### src/rtl/long_mul_sequencer_pkg.sv
// Shared definitions for the long-multiply sequencer: default widths and FSM state encoding.
package long_mul_sequencer_pkg;

    localparam int unsigned WIDTH_DEF      = 32;
    localparam int unsigned REG_ADDR_W_DEF = 4;

    typedef enum logic [2:0] {
        StIdle,
        StCalc,
        StFix,
        StWrLo,
        StWrHi
    } state_e;

endpackage

### src/rtl/long_mul_sequencer_mul_shift_add_dp.sv
// Shift-add datapath for the long multiply: operand magnitudes, sign flag, accumulator and
// step counter. Sequenced by load/step/negate strobes from the controlling FSM.
module mul_shift_add_dp
    import long_mul_sequencer_pkg::*;
#(
    parameter int unsigned WIDTH = WIDTH_DEF
) (
    input  logic               clk,
    input  logic               reset,
    input  logic               load_i,
    input  logic               step_i,
    input  logic               negate_i,
    input  logic               signed_i,
    input  logic [WIDTH-1:0]   src_a_i,
    input  logic [WIDTH-1:0]   src_b_i,
    output logic               last_o,
    output logic [2*WIDTH-1:0] acc_o
);

    localparam int unsigned CNT_W = $clog2(WIDTH + 1);

    logic [WIDTH-1:0]   mcand_q, mcand_d;
    logic [WIDTH-1:0]   mplr_q, mplr_d;
    logic [2*WIDTH-1:0] acc_q, acc_d;
    logic [CNT_W-1:0]   count_q, count_d;
    logic               neg_q, neg_d;

    logic [WIDTH-1:0]   abs_a, abs_b;
    logic [2*WIDTH-1:0] mcand_ext;

    // Magnitude of the most negative value wraps to itself, which is correct read as unsigned.
    always_comb begin
        abs_a = (signed_i && src_a_i[WIDTH-1]) ? (~src_a_i + WIDTH'(1)) : src_a_i;
        abs_b = (signed_i && src_b_i[WIDTH-1]) ? (~src_b_i + WIDTH'(1)) : src_b_i;
        mcand_ext = {{WIDTH{1'b0}}, mcand_q};
    end

    always_comb begin
        mcand_d = mcand_q;
        mplr_d  = mplr_q;
        acc_d   = acc_q;
        count_d = count_q;
        neg_d   = neg_q;
        if (load_i) begin
            mcand_d = abs_a;
            mplr_d  = abs_b;
            neg_d   = signed_i & (src_a_i[WIDTH-1] ^ src_b_i[WIDTH-1]);
            acc_d   = '0;
            count_d = '0;
        end else if (step_i) begin
            if (mplr_q[0]) begin
                acc_d = acc_q + (mcand_ext << count_q);
            end
            mplr_d  = mplr_q >> 1;
            count_d = count_q + CNT_W'(1);
        end else if (negate_i && neg_q) begin
            acc_d = ~acc_q + (2 * WIDTH)'(1);
        end
    end

    always_ff @(posedge clk or posedge reset) begin
        if (reset) begin
            mcand_q <= '0;
            mplr_q  <= '0;
            acc_q   <= '0;
            count_q <= '0;
            neg_q   <= 1'b0;
        end else begin
            mcand_q <= mcand_d;
            mplr_q  <= mplr_d;
            acc_q   <= acc_d;
            count_q <= count_d;
            neg_q   <= neg_d;
        end
    end

    assign last_o = (count_q == CNT_W'(WIDTH - 1));
    assign acc_o  = acc_q;

endmodule

### src/rtl/long_mul_sequencer.sv
// Multi-cycle UMULL/SMULL sequencer: stalls the core while the shift-add loop runs, then
// drives the register-file write port for the low word and then the high word.
module long_mul_sequencer
    import long_mul_sequencer_pkg::*;
#(
    parameter int unsigned WIDTH      = WIDTH_DEF,
    parameter int unsigned REG_ADDR_W = REG_ADDR_W_DEF
) (
    input  logic                  clk,
    input  logic                  reset,
    input  logic                  Start,
    input  logic                  Signed,
    input  logic [WIDTH-1:0]      SrcA,
    input  logic [WIDTH-1:0]      SrcB,
    input  logic [REG_ADDR_W-1:0] RdLo,
    input  logic [REG_ADDR_W-1:0] RdHi,
    output logic                  Stall,
    output logic                  Busy,
    output logic                  MulWE,
    output logic [REG_ADDR_W-1:0] MulWA,
    output logic [WIDTH-1:0]      MulWD,
    output logic                  Done
);

    state_e                state_q, state_d;
    logic [REG_ADDR_W-1:0] rd_lo_q, rd_lo_d;
    logic [REG_ADDR_W-1:0] rd_hi_q, rd_hi_d;

    logic               load, step, negate, last;
    logic [2*WIDTH-1:0] acc;

    mul_shift_add_dp #(
        .WIDTH (WIDTH)
    ) u_dp (
        .clk      (clk),
        .reset    (reset),
        .load_i   (load),
        .step_i   (step),
        .negate_i (negate),
        .signed_i (Signed),
        .src_a_i  (SrcA),
        .src_b_i  (SrcB),
        .last_o   (last),
        .acc_o    (acc)
    );

    always_comb begin
        state_d = state_q;
        rd_lo_d = rd_lo_q;
        rd_hi_d = rd_hi_q;
        load    = 1'b0;
        step    = 1'b0;
        negate  = 1'b0;
        Busy    = (state_q != StIdle);
        Stall   = 1'b0;
        MulWE   = 1'b0;
        MulWA   = '0;
        MulWD   = '0;
        Done    = 1'b0;
        unique case (state_q)
            StIdle: begin
                Stall = Start;
                if (Start) begin
                    load    = 1'b1;
                    rd_lo_d = RdLo;
                    rd_hi_d = RdHi;
                    state_d = StCalc;
                end
            end
            StCalc: begin
                Stall = 1'b1;
                step  = 1'b1;
                if (last) begin
                    state_d = StFix;
                end
            end
            StFix: begin
                Stall   = 1'b1;
                negate  = 1'b1;
                state_d = StWrLo;
            end
            StWrLo: begin
                Stall   = 1'b1;
                MulWE   = 1'b1;
                MulWA   = rd_lo_q;
                MulWD   = acc[WIDTH-1:0];
                state_d = StWrHi;
            end
            // Stall drops here so the core retires the multiply on this edge.
            StWrHi: begin
                MulWE   = 1'b1;
                MulWA   = rd_hi_q;
                MulWD   = acc[2*WIDTH-1:WIDTH];
                Done    = 1'b1;
                state_d = StIdle;
            end
            default: state_d = StIdle;
        endcase
        // Keep the core free while reset is held, even if Start is asserted in IDLE.
        if (reset) begin
            Stall = 1'b0;
        end
    end

    always_ff @(posedge clk or posedge reset) begin
        if (reset) begin
            state_q <= StIdle;
            rd_lo_q <= '0;
            rd_hi_q <= '0;
        end else begin
            state_q <= state_d;
            rd_lo_q <= rd_lo_d;
            rd_hi_q <= rd_hi_d;
        end
    end

endmodule

### config.mk
export PLATFORM = sky130hd
export DESIGN_NAME = long_mul_sequencer
export DESIGN_NICKNAME = d
export VERILOG_FILES = /design/src/rtl/long_mul_sequencer_pkg.sv /design/src/rtl/long_mul_sequencer_mul_shift_add_dp.sv /design/src/rtl/long_mul_sequencer.sv
export SDC_FILE = /design/constraint.sdc
export NUM_CORES = 1
export LEC_CHECK = 0
export BUFFER_PORTS_ARGS = -buffer_cell sky130_fd_sc_hd__buf_2
export CORE_MARGIN = 2
export CORE_UTILIZATION = 47
export CTS_CLUSTER_DIAMETER = 40
export DETAILED_ROUTE_END_ITERATION = 10
export PLACE_DENSITY = 0.67
export SKIP_LAST_GASP = 1
export SLEW_MARGIN = 20
export SYNTH_ARGS = -nofsm -noshare
export SYNTH_HDL_FRONTEND = slang
export SYNTH_SLANG_ARGS = --single-unit
### constraint.sdc
create_clock -name clk -period 4.55 [get_ports clk]
set_input_delay 0.455 -clock clk [delete_from_list [all_inputs] [get_ports clk]]
set_output_delay 0.455 -clock clk [all_outputs]
set_load 0.05 [all_outputs]
* Yosys cells after proc, flatten, opt, wreduce, memory -nomap -nowiden *
Index checks and enable logic that the tools add are counted.

word-level totals
  bits in registers = 146
  input bits = 76
  logic and storage cells = 62

cells by class
  $add $sub $neg = 5
  equality and inequality tests = 8
  shift-type cells = 1
  multiplexer cells = 23
  bitwise logic cells = 5
  reduce and logical (&&, ||, !) cells = 12

operators with widths
  cell                   count
  $mux 64                4
  $mux 32                4
  $add 32x1->32 const B  2
  $add 64x1->64 const B  1
  $add 64x64->64         1
  $not 32->32            2
  $not 64->64            1
  $pmux 32 s2            1
  $shl 32x6->64          1
  $mux 6                 2
  $pmux 3 s4             1
  $pmux 4 s2             1
  $mux 1                 7
  $add 6x1->6 const B    1
  $eq 3x2->1 const B     2
  $eq 6x5->1 const B     1
  $mux 3                 2
  $reduce_and 2->1       3
  $reduce_bool 3->1      2
  $ne 2x2->1 const B     2
  $eq 3x1->1 const B     1
  $eq 3x3->1 const B     1
  $logic_and 1x1->1      3
  $logic_not 3->1        1
  other kinds (7)        7

* Depth between registers and ports, before layout *
Gate-level depths: netlist of run 1.

  depth after elaboration = 6
  depth in mapped cells = 22
  gate-level depth less buffers = 19

* Hierarchy *
Synthesis of run 1 repeated with hierarchy kept, for this count alone.

second synthesis, totals
  cells, all modules = 1950
  area, all modules = 15025.7 µm²

modules (own cells, without submodules)
  module              times used  cells each  area each (µm²)  seq. area each (µm²)
  mul_shift_add_dp    1           1869        14167.3          3378.2
  long_mul_sequencer  1           81          858.3            275.3

* Worst setup path before layout of run 1 *
OpenSTA, ideal clock, no wires.

  kind = reg-to-reg
  start = reg u_dp.count_q[1]
  end = reg u_dp.acc_q[62], in the netlist u_dp.acc_o[62]
  data arrival time = 4.476 ns
  setup slack = -0.050 ns
  cell stages (with the launch flop) = 20
  buffers on the path = 3
  period minus slack after synthesis = 4.600 ns
  path through = dfrtp_1 > buf_1 > clkbuf_1 > buf_1 > a21oi_1 > mux2i_1 > nor2_1 > a21oi_1 > mux2i_1 > and2_1 > ha_1 > a21oi_1 > o21ai_0 > nor4b_1 > nor2_1 > a32oi_1 > a22oi_1 > a41oi_1 > o41ai_1 > a211o_1

between the ends
  word-level cells in the longest chain between the ends = 5

ends and longest elaborated chain
  element                 RTL line                                   RTL
  from (decl)             long_mul_sequencer_mul_shift_add_dp.sv:25  logic [CNT_W-1:0] count_q, count_d;
  from (signal assigned)  long_mul_sequencer_mul_shift_add_dp.sv:72  count_q <= count_d;
  $shl 32x6->64           long_mul_sequencer_mul_shift_add_dp.sv:52  acc_d = acc_q + (mcand_ext << count_q);
  $add 64x64->64          long_mul_sequencer_mul_shift_add_dp.sv:52
  $mux 64                 long_mul_sequencer_mul_shift_add_dp.sv:51  if (mplr_q[0]) begin
  $mux 64                 long_mul_sequencer_mul_shift_add_dp.sv:50  end else if (step_i) begin
  $mux 64                 long_mul_sequencer_mul_shift_add_dp.sv:44  if (load_i) begin
  to (signal assigned)    long_mul_sequencer_mul_shift_add_dp.sv:65  acc_q <= '0;
  to (signal assigned)    long_mul_sequencer_mul_shift_add_dp.sv:71  acc_q <= acc_d;
  to (decl)               long_mul_sequencer_mul_shift_add_dp.sv:24  logic [2*WIDTH-1:0] acc_q, acc_d;

Every way passes these cells. The select of a mux whose other input is x is not followed.
A chain may end at the register's enable or synchronous reset.

* Final worst setup path of run 1 *
  start = reg u_dp.count_q[0]
  end = reg u_dp.acc_q[61], in the netlist u_dp.acc_o[61]

Same word-level chain as after synthesis.

==> impl_metrics.csv, run 1 <==
group,metric,value,unit
global_routing,grt.total_usage,0.336,
timing,finalSetupViolations,2,
timing,setup_slack,-0.0445,ns
timing,rsz0062_at_grt,"true",
status,violations,"negative setup slack",
worst_hold_path,worstHoldStart,"RdHi[1]",
global_routing,first_global_vias,15500,
floorplan,ios,116,
placed_design,place_area,17600,um2
setup_path,rr_startpoint,"u_dp.count_q[0]",
cts,hold_buffers,0,
cts,cts-buffers-inserted,17,
setup_path,max_stage_delay,0.52,ns
cts,cts_root_buffer,"clkbuf_16",
final_layout,design_area,19100,um2
yosys,syn_area,15100,um2
cts,path_clk_slew,0.07,ns
yosys,syn_area_per_cell,7.65,um2
drt,drt_wl_total,56.9,mm
yosys,synth-main-ff-cell,"dfrtp_1",
floorplan,die_width,183,um
timing,relSlewSlack,0.356,
floorplan,dieArea,33500,um2
setup_path,crit_path_end_kind,"register",
floorplan,fp-row-count,65,
drt,ant_nets,0,
cts,cts.path.max_buffers,2,
setup_path,crit_top_cell,"buf_4",
global_routing,grt_first_pass_wirelength,87.9,mm
timing,maxSlewViolCount,0,
setup_path,path_delay_family,"compound AO/OA/AOI/OAI gates",
setup_path,critPathBufInv,5,
drt,drtIter0Drc,1255,
global_routing,grt_max_degree,100,
drt,viasPerCell,6.24,
timing,hold_viol_final,0,
floorplan,start_util,0.478,
yosys,synth_edf_count,0,
worst_hold_path,hold_class,"in2reg",
setup_path,worstPathArrival,4.98,ns
yosys,ys_ff_latch,146,
final_layout,nets,2383,
global_routing,grt_overflow_total,0,
timing,fmax,0.218,GHz
timing,fin_crit_sh,1.01,
yosys,ys_async_sr_fraction,1.00,
yosys,ys_seq_area_frac,0.242,
timing,worst-slew-pin-transition,0.966,ns
setup_path,cp_cell_sequence,"buf_12 > buf_4 > mux2i_2 > mux2i_2 > mux2_2 > nand2_1 > o21ai_0 > o21ai_0 > o22ai_1 > ha_1 > buf_4 > a21oi_2 > o221ai_1 > o21bai_2 > and3b_1 > a2111oi_4 > buf_4 > nor3_1 > buf_4 > o31a_1 > nand2_1",
status,status,"finished with violations",
run,drv_cap,0,
placed_design,globalplace.congestion,0.997,
setup_path,crit_slowest_cell,"dfrtp_2",
timing,finClkSkew,0.0176,ns
placed_design,dp_hpwl,43.6,mm
cts,clock-sinks,146,
setup_path,cp.required,4.93,ns
drt,vias,16600,
timing,finalCriticalPeriod,4.59,ns
floorplan,die_y,183,um
yosys,yosys_warnings,0,
floorplan,coreArea,31600,um2
final_layout,drive_gt1_frac,0.281,
yosys,synthDistinctLibCells,88,
setup_path,critPathKind,"reg2reg",
cts,tritoncts,"built",
setup_path,critPathMaxFanout,7,
drt,remaining_drc_errors,0,
yosys,syn-num-nets,2114,
yosys,synthCells,1970,
drt,wl_per_cell,21.4,um
final_layout,area_growth,26.6,%
placed_design,port_buffers,115,
global_routing,grt_antenna_before_repair,0,
setup_path,start_kind,"register",
final_layout,antenna_cells,0,
setup_path,regToRegSetupSlack,-0.04,ns
timing,finalSetupTns,-0.0758,ns
cts,htreeDepth,4,
cts,clock_latency,0.46,ns
setup_path,crit_start,"u_dp.count_q[0]",
drt,firstDrtPassIters,5,
[cells by family (layout without fill, tap and decap cells)]
logic type,count (synthesis),count (layout),synth area share
flip-flops,146,146,0.242
AND/OR/NAND/NOR,719,719,0.235
multiplexers,84,84,0.0763
AO/OA/AOI/OAI,669,669,0.277
XOR/XNOR,118,118,0.0691
adder cells (fa/ha/maj),68,68,0.0569
buffers and inverters,166,448,0.0436
[cell usage after synthesis (40+ instances only)]
master,count,share of area
a21oi_1,150,0.050
a22o_1,43,0.025
a22oi_1,40,0.020
clkbuf_1,101,0.025
dfrtp_1,146,0.24
ha_1,67,0.056
mux2i_1,44,0.029
nand2_1,270,0.067
nor2_1,152,0.038
nor3_1,61,0.020
o21ai_0,220,0.073
xnor2_1,52,0.030
xor2_1,65,0.038
[placed cells by master, fill, tap and decap left out, types with 24 or more instances in the layout]
| cell | synthesis | layout |
|---|---|---|
| xor2_1 | 65 | 65 |
| buf_4 | 1 | 250 |
| a21oi_1 | 150 | 123 |
| a21oi_2 | 0 | 25 |
| dfrtp_1 | 146 | 144 |
| inv_1 | 39 | 38 |
| mux2i_1 | 44 | 24 |
| o21ai_1 | 10 | 32 |
| ha_1 | 67 | 53 |
| a21o_1 | 28 | 28 |
| buf_2 | 6 | 115 |
| a22o_1 | 43 | 43 |
| nor2_1 | 152 | 140 |
| a22oi_1 | 40 | 38 |
| nand3_1 | 37 | 35 |
| o21ai_0 | 220 | 185 |
| xnor2_1 | 52 | 52 |
| nand2_1 | 270 | 266 |
| nor3_1 | 61 | 58 |
[what timing repair did]
action,4_1_cts,5_1_grt
resized for setup,41,163
pin swaps,4,42
gates cloned,0,1
setup buffers,4,14
endpoints found under the setup margin,26,35
[flip-flops by register name (all words and copies together) (netlist names)]
name and cells:
u_dp.acc_o 64, u_dp.mcand_q 32, u_dp.mplr_q 32, u_dp.count_q 6, rd_hi_q 4, rd_lo_q 4
state_q 3, u_dp.neg_q 1
[path summary, 6_finish.rpt]
kind	endpoint	depth (start not counted)
worst min register to register	u_dp.neg_q	2
worst min-delay path	rd_hi_q[1]	3
min in group asynchronous	rd_hi_q[3]	2
worst max register to register	u_dp.acc_o[61]	21
worst max-delay path	u_dp.acc_o[61]	21
max in group asynchronous	u_dp.acc_o[20]	3
[through the flow]
| stage | hold slack, ns | setup WS, ns | util | instances |
|---|---|---|---|---|
| 4_1_cts | 0.169 | -0.0252 | 0.580 | 2641 |
| 3_3_place_gp | 0.457 | -0.269 | 0.556 | 2605 |
| 6_report | 0.191 | -0.0445 | 0.605 | 2654 |
| 2_1_floorplan | 0.438 | 0.00664 | - | 1970 |
| 3_5_place_dp | 0.466 | -0.329 | 0.556 | 2605 |
| 5_1_grt | 0.186 | -0.178 | 0.605 | 2654 |
[tightest hold or removal path, stage by stage]
cell and delay (ns):
buf_2 0.07, nand2_1 0.04, nand2_1 0.04
[per-layer routing]
metal | up-vias | part of all wire | global-route usage
met1 | 7932 | 0.43 | 0.449
met2 | 668 | 0.45 | 0.536
met4 | 0 | 0.045 | 0.155
met5 | - | 0 | 0
li1 | 7825 | - | -
met3 | 134 | 0.074 | 0.0538
[cell type report]
class,instances,area (um2)
inverters,41,159
well taps,402,503
clock inverters,12,146
repair buffers,375,2610
fillers,2895,12500
clock buffers,20,447
multi-input cells,1658,11600
flip-flops and latches,146,3660
Power of run 1 is left out: the tool's default activity adds up to more than one toggle a clock period on the data nets, which glitch-free logic cannot reach.
==> inputs of run 2 (changes only) <==
Settings changed: GPL_TIMING_DRIVEN set to 0.
==> impl_metrics.csv, run 2 (same netlist as run 1, synthesis figures left out) <==
group,metric,value,unit
status,status,"finished with violations",
status,violations,"negative setup slack",
global_routing,first_global_vias,15900,
final_layout,final_common_cell,"nand2_1",
cts,clock-sinks,146,
final_layout,area_growth,25.9,%
floorplan,die_y,183,um
setup_path,reg2reg_depth,18,
floorplan,start_util,0.478,
setup_path,cp.required,4.86,ns
setup_path,rr_startpoint,"u_dp.count_q[0]",
floorplan,ios,116,
final_layout,design_area,19000,um2
global_routing,grt_antenna_before_repair,0,
setup_path,critPathMaxFanout,6,
floorplan,fp-row-count,65,
timing,setup_slack,-0.0607,ns
cts,cts_root_buffer,"clkbuf_16",
cts,cts.path.max_buffers,2,
final_layout,final_cell_mix,"265 x nand2_1, 179 x o21ai_0, 145 x dfrtp_1",
global_routing,grt_first_pass_wirelength,94.7,mm
setup_path,critPathKind,"reg2reg",
final_layout,fin_util,0.601,
timing,fmax,0.217,GHz
global_routing,grt_max_degree,82,
setup_path,crit_path_end_kind,"register",
timing,worst-slew-pin-transition,1.07,ns
final_layout,num-fill-cells,2869,
global_routing,grt.total_usage,0.372,
drt,remaining_drc_errors,0,
drt,drtIter0Drc,1592,
final_layout,antenna_cells,0,
cts,path_clk_slew,0.07,ns
worst_hold_path,hold_class,"in2async",
drt,ant_nets,0,
global_routing,grt_overflow_total,0,
cts,htreeDepth,4,
placed_design,globalplace.congestion,1.04,
final_layout,largest_reg_flops,64,
drt,firstDrtPassIters,8,
drt,drt_wl_total,63.3,mm
setup_path,r2r-end,"u_dp.acc_o[60]",
placed_design,dp_hpwl,47.8,mm
placed_design,port_buffers,115,
final_layout,multi_input_area,12200,um2
floorplan,dieArea,33500,um2
cts,clock_latency,0.47,ns
floorplan,coreArea,31600,um2
cts,cts-buffers-inserted,17,
timing,hold_viol_final,0,
timing,relSlewSlack,0.287,
timing,finClkSkew,0.0217,ns
timing,maxSlewViolCount,0,
drt,viasPerCell,6.53,
timing,finalCriticalPeriod,4.61,ns
timing,fin_crit_sh,1.01,
floorplan,die_width,183,um
timing,finalSetupViolations,3,
setup_path,regToRegSetupSlack,-0.06,ns
timing,rsz0062_at_grt,"true",
cts,tritoncts,"built",
final_layout,drive_gt1_frac,0.255,
final_layout,nets,2314,
placed_design,place_area,16200,um2
setup_path,start_kind,"register",
run,drv_cap,0,
final_layout,regArea,3650,um2
drt,wl_per_cell,24.5,um
drt,vias,16900,
cts,hold_buffers,0,
setup_path,worstPathArrival,4.92,ns
run 2: final cells by class:
class                      instances  area share
clock inverter                    13     0.00798
inverter                          41     0.00850
timing repair buffer             196      0.0686
sequential                       146       0.193
tap                              402      0.0265
buffer                           110      0.0276
clock buffer                      19      0.0239
multi-input combinational       1658       0.644
run 2: metal layers:
layer / up-vias / part of all wire / routed length [um] / GRT usage
met2: 920 / 0.46 / 28900 / 0.602
met5: - / 0 / 0 / 0
li1: 7670 / - / - / -
met4: 0 / 0.062 / 3930 / 0.199
met3: 219 / 0.080 / 5060 / 0.0737
met1: 8074 / 0.40 / 25500 / 0.469
run 2: per-stage QoR:
step	setup TNS, ns	worst slack [ns]	hold WS, ns	std cells
after floorplan	0	0.00664	0.438	1970
after global placement	-333.32	-1.93	0.459	2487
after detailed placement	-56.52	-1.90	0.465	2488
after CTS	-0.0336	-0.0210	0.0773	2550
after global routing	-1.42	-0.153	0.100	2585
final	-0.104	-0.0607	0.0586	2585
run 2: critical path, stage by stage, from the launching register on:
cell and delay, ns:
dfrtp_1 0.37, buf_6 0.15, bufbuf_16 0.28, mux2i_2 0.38, mux2i_4 0.17, mux4_2 0.59, mux2i_4 0.24, nor2_4 0.08
ha_4 0.26, buf_4 0.16, o21ai_2 0.06, o211ai_1 0.15, a21boi_2 0.30, nor2b_2 0.10, a2111oi_4 0.42, a41o_1 0.35
o21ai_1 0.10, xnor2_1 0.19, o21ai_0 0.09
run 2: worst max path at each step:
stage	startpoint	endpoint	slack (ns)	cells after the start
after floorplan	u_dp.count_q[0]	u_dp.acc_o[61]	0.007	21
after global routing	u_dp.count_q[0]	u_dp.acc_o[60]	-0.15	22
final	u_dp.count_q[0]	u_dp.acc_o[60]	-0.06	18
after global placement	reset	u_dp.acc_o[59]	-1.93	2
after CTS	u_dp.count_q[0]	u_dp.acc_o[60]	-0.02	19
after detailed placement	u_dp.count_q[1]	u_dp.acc_o[54]	-1.90	19
run 2: timing repair:
item                                    CTS  global route
setup buffers                            39            38
resized for setup                       232           166
cloned                                    2             1
pin swaps                                35            49
endpoints found under the setup margin   51            40
Power of run 2 is left out for the same reason.
